### src/rtl/toggle_cover_tracker.sv
// Sticky toggle-coverage tracker: records first hits per point and streams
// their global cover indices out through a valid/ready reporter.
module toggle_cover_tracker #(
    parameter int WIDTH       = 7,
    parameter int COVER_INDEX = 0,
    parameter int COVER_TOTAL = 8940,
    parameter int INDEX_W     = 32,
    localparam int CNT_W      = $clog2(WIDTH + 1),
    localparam int IDX_W      = (WIDTH > 1) ? $clog2(WIDTH) : 1
) (
    input  logic               clock,
    input  logic               reset,
    input  logic [WIDTH-1:0]   valid,
    input  logic               clear,
    input  logic               report_ready,
    output logic               report_valid,
    output logic [INDEX_W-1:0] report_index,
    output logic [WIDTH-1:0]   hit_map,
    output logic [CNT_W-1:0]   hit_count,
    output logic               all_hit
);

    typedef enum logic {
        IDLE    = 1'b0,
        PRESENT = 1'b1
    } state_e;

    state_e             state_q, state_d;
    logic [WIDTH-1:0]   hit_map_q, hit_map_d;
    logic [WIDTH-1:0]   pending_q, pending_d;
    logic [CNT_W-1:0]   hit_count_q, hit_count_d;
    logic [INDEX_W-1:0] report_index_q, report_index_d;

    logic [WIDTH-1:0]   base_map;
    logic [WIDTH-1:0]   sel_src;
    logic [WIDTH-1:0]   first_hit;
    logic [WIDTH-1:0]   grant;
    logic [IDX_W-1:0]   sel_idx;
    logic               take;

    // Clear wipes history first, so same-cycle hits count as first hits.
    always_comb begin
        base_map  = clear ? '0 : hit_map_q;
        sel_src   = clear ? '0 : pending_q;
        first_hit = valid & ~base_map;
        hit_map_d = base_map | valid;
        grant     = sel_src & (~sel_src + WIDTH'(1));
    end

    always_comb begin
        sel_idx = '0;
        for (int i = WIDTH - 1; i >= 0; i--) begin
            if (sel_src[i]) begin
                sel_idx = IDX_W'(i);
            end
        end
    end

    always_comb begin
        hit_count_d = '0;
        for (int i = 0; i < WIDTH; i++) begin
            hit_count_d = hit_count_d + CNT_W'(hit_map_d[i]);
        end
    end

    always_comb begin
        state_d        = state_q;
        report_index_d = report_index_q;
        take           = 1'b0;
        unique case (state_q)
            IDLE: begin
                if (|sel_src) begin
                    take    = 1'b1;
                    state_d = PRESENT;
                end
            end
            PRESENT: begin
                if (report_ready) begin
                    if (|sel_src) begin
                        take = 1'b1;
                    end else begin
                        state_d = IDLE;
                    end
                end
            end
            default: state_d = IDLE;
        endcase
        if (take) begin
            report_index_d = INDEX_W'(COVER_INDEX) + INDEX_W'(sel_idx);
        end
        pending_d = (sel_src & ~(take ? grant : '0)) | first_hit;
    end

    always_ff @(posedge clock) begin
        if (reset) begin
            state_q        <= IDLE;
            hit_map_q      <= '0;
            pending_q      <= '0;
            hit_count_q    <= '0;
            report_index_q <= '0;
        end else begin
            state_q        <= state_d;
            hit_map_q      <= hit_map_d;
            pending_q      <= pending_d;
            hit_count_q    <= hit_count_d;
            report_index_q <= report_index_d;
        end
    end

    assign report_valid = (state_q == PRESENT);
    assign report_index = report_index_q;
    assign hit_map      = hit_map_q;
    assign hit_count    = hit_count_q;
    assign all_hit      = (hit_count_q == CNT_W'(WIDTH));

endmodule

### config.mk
export PLATFORM = sky130hd
export DESIGN_NAME = toggle_cover_tracker
export DESIGN_NICKNAME = d
export VERILOG_FILES = /design/src/rtl/toggle_cover_tracker.sv
export SDC_FILE = /design/constraint.sdc
export NUM_CORES = 1
export LEC_CHECK = 0
export CAP_MARGIN = 30
export CELL_PAD_IN_SITES_DETAIL_PLACEMENT = 1
export CELL_PAD_IN_SITES_GLOBAL_PLACEMENT = 1
export CORE_ASPECT_RATIO = 0.8
export CORE_UTILIZATION = 26
export CTS_CLUSTER_DIAMETER = 150
export DETAILED_ROUTE_END_ITERATION = 10
export HOLD_SLACK_MARGIN = 0.05
export PLACE_DENSITY_LB_ADDON = 0.1
export SYNTH_ARGS = -nofsm -noshare
export SYNTH_HDL_FRONTEND = slang
export SYNTH_SLANG_ARGS = --single-unit
### constraint.sdc
create_clock -name clock -period 3.2 [get_ports clock]
set_clock_uncertainty 0.15 [all_clocks]
set_input_delay 0.64 -clock clock [delete_from_list [all_inputs] [get_ports clock]]
set_output_delay 0.64 -clock clock [all_outputs]
set_load 0.03 [all_outputs]
==> flow_metrics.env <==
export IMPL_status="completed"
export IMPL_setup_slack_ns=0.114
export IMPL_final_util_pct=35.5
export IMPL_fmax_ghz=0.324
export IMPL_vias_per_cell=4.20
export IMPL_grt_max_degree=16
export IMPL_cp_required_ns=3.20
export IMPL_clk_path_buf_depth=2
export IMPL_fillCellCount=512
export IMPL_std_cell_rows=21
export IMPL_dr_first_iter_drc_count=29
export IMPL_wl_per_cell_um=12.8
export IMPL_clock_sinks=21
export IMPL_power_uw=723
export IMPL_p_leak_uw=0.000664
export IMPL_setup_viol=0
export IMPL_core_um2=4310
export IMPL_maxCapViolCount=0
export IMPL_firstDrtPassIters=4
export IMPL_syn_area_um2=1200
export IMPL_synth_warning_count=0
export IMPL_cp_arrival_ns=3.09
export IMPL_power_net_switching_uw=255
export IMPL_grt_pass1_wl_mm=4.64
export IMPL_ir_worst_vdd_mv=0.158
export IMPL_hpwlAfterDp_mm=2.18
export IMPL_postCtsSetupRepairBufs=0
export IMPL_ys_ff_latch=21
export IMPL_worstSetupPathType="input pin to register"
export IMPL_p_per_area_nw_per_um2=472
export IMPL_critPathMaxFanout=2
export IMPL_pwr_share_comb_pct=33.7
export IMPL_dpl_worst_slack_ns=-0.560
export IMPL_highest_layer="met4"
export IMPL_antenna_found_initial=0
export IMPL_reg2reg_slack_ns=0.41
export IMPL_place_gp_congestion=0.700
export IMPL_clock_power_share_pct=24.3
export IMPL_worstSkewPairLatency_ns=0.26
export IMPL_p_int_uw=468
export IMPL_grt_total_usage_pct=12.3
export IMPL_area_growth_pct=27.8
export IMPL_yosys_cell_types_count=34
export IMPL_cts_root_buffer="clkbuf_8"
export IMPL_finalMaxSlewViolations=0
export IMPL_drt_total_wl_mm=2.84
export IMPL_finalHoldWorstSlack_ns=0.322
export IMPL_wl_met3_um=151
export IMPL_die_area_um2=4890
export IMPL_antenna_cells=0
export IMPL_cts_tree="done"
export IMPL_worstSetupEndpointType="register"
export IMPL_grt_remaining_overflow=0
export IMPL_period_needed_ns=3.09
export IMPL_via_count=932
export IMPL_die_height_um=62.7
export IMPL_synthCells=133
export IMPL_start_kind="input pin"
export IMPL_nets=181
export IMPL_seqPwrFrac_pct=42.0
export IMPL_die_w_um=77.9
export IMPL_yosysSeqAreaShare_pct=35.1
export IMPL_hold_violations=0
export IMPL_h_tree_depth=1
export IMPL_drt_met1_wl_mm=1.29
export IMPL_hold_path_class="register to register"
export IMPL_async_reset_ff_share_pct=0
export IMPL_final_area_um2=1530
export IMPL_drtAntennaViolNets=0
export IMPL_dr_wl_met2_mm=1.38
export IMPL_switching_share_pct=35.3
export IMPL_clk_pin_slew_ns=0.07
export IMPL_start_util_pct=27.8
export IMPL_synth_edf_count=0
export IMPL_rsz0062_at_grt="false"
export IMPL_grt_pass1_vias=943
export IMPL_io_pins=55
export IMPL_min_period_over_period_pct=96.5
export IMPL_ys_flop_type="dfxtp_1"
export IMPL_numPortBuffers=25
export IMPL_drive_gt1_share_pct=16.4
export IMPL_placed_cell_area_um2=1470
export IMPL_cts_made_buffers=3
export IMPL_post_route_drc_count=0
export IMPL_syn_area_per_cell_um2=9.01
## synth_stat cells, types with 3 or more instances
library cell / number / area, µm²
buf_4: 29 / 218
fa_1: 4 / 80.1
o21ai_0: 3 / 15.0
a21oi_1: 7 / 35.0
nand2b_1: 10 / 62.6
clkbuf_1: 3 / 11.3
inv_1: 7 / 26.3
dfxtp_1: 21 / 420
nand2_1: 3 / 11.3
nor2_1: 9 / 33.8
nor2b_1: 7 / 43.8
## worst paths after layout
path,startpoint,endpoint,cells past startpoint
max,valid[3],hit_count[1]$_SDFF_PP0_,9
min,pending_q[6]$_SDFF_PP0_,pending_q[6]$_SDFF_PP0_,2
max reg2reg,hit_map[3]$_SDFF_PP0_,hit_count[1]$_SDFF_PP0_,9
min reg2reg,pending_q[6]$_SDFF_PP0_,pending_q[6]$_SDFF_PP0_,2
## flip-flops by register name, indices dropped and copies added, names as in the netlist
signal,cells
hit_count,3
report_valid,1
pending_q,7
report_index,3
hit_map,7
## placed cells by master, fill, tap and decap left out, drive strengths merged, types with 3 or more instances in the layout
cell type	synthesis	final
buf	31	10
nand2b	10	10
conb	1	29
a21oi	7	7
dlygate4sd2	0	3
nand2	3	3
o21ai	3	3
nor2b	7	7
clkbuf	3	4
nor2	9	9
clkdlybuf4s50	0	21
inv	7	7
dfxtp	21	21
fa	4	4
## routing by layer
layer	up-vias	global-route usage, %
li1	450	-
met1	449	15.5
met2	31	20.4
met3	2	3.36
met4	0	4.17
met5	-	0
## cell families after synthesis
| logic type | count (synthesis) | share of synthesized area [%] |
|---|---|---|
| and+or+nand+nor | 39 | 18.5 |
| AOI/OAI and AO/OA | 25 | 15.8 |
| muxes | 2 | 1.67 |
| other | 1 | 0.313 |
| DFF | 21 | 35.1 |
| buffers and inverters | 41 | 22.0 |
| adders and majority gates | 4 | 6.68 |
## final cells by class
type | count | area (µm²) | area share (%)
well taps | 57 | 71.3 | 4.66
inverters | 7 | 26.3 | 1.72
clock buffers | 4 | 45.0 | 2.94
repair buffers | 34 | 309 | 20.2
flip-flops and latches | 21 | 420 | 27.5
multi-input cells | 99 | 659 | 43.1
## worst max-delay path: stages
cell and delay [ns]:
dlygate4sd2_1 0.25, nand2b_4 0.15, fa_1 0.57, inv_2 0.05, fa_1 0.47, fa_2 0.37
inv_2 0.06, fa_1 0.39, nor2b_1 0.13
## power groups by stage
| stage | Clock [µW] | Sequential, µW | Combinational [µW] |
|---|---|---|---|
| global placement | 0 | 308 | 235 |
| global route | 199 | 307 | 266 |
| floorplan | 0 | 342 | 153 |
| detailed placement | 0 | 310 | 240 |
| CTS | 187 | 304 | 247 |
| finish | 176 | 304 | 243 |
## metrics by stage
step / cells / TNS (ns)
finish: 222 / 0
global route: 222 / 0
CTS: 222 / 0
detailed placement: 218 / -0.991
global placement: 218 / -0.829
floorplan: 161 / 0
## repair_timing
item	CTS	global route
pin swaps	3	1
hold buffers	0	0
setup endpoints to repair	2	1
cloned	0	0
resized for setup	12	1
Power figures use the tool's default switching activity.
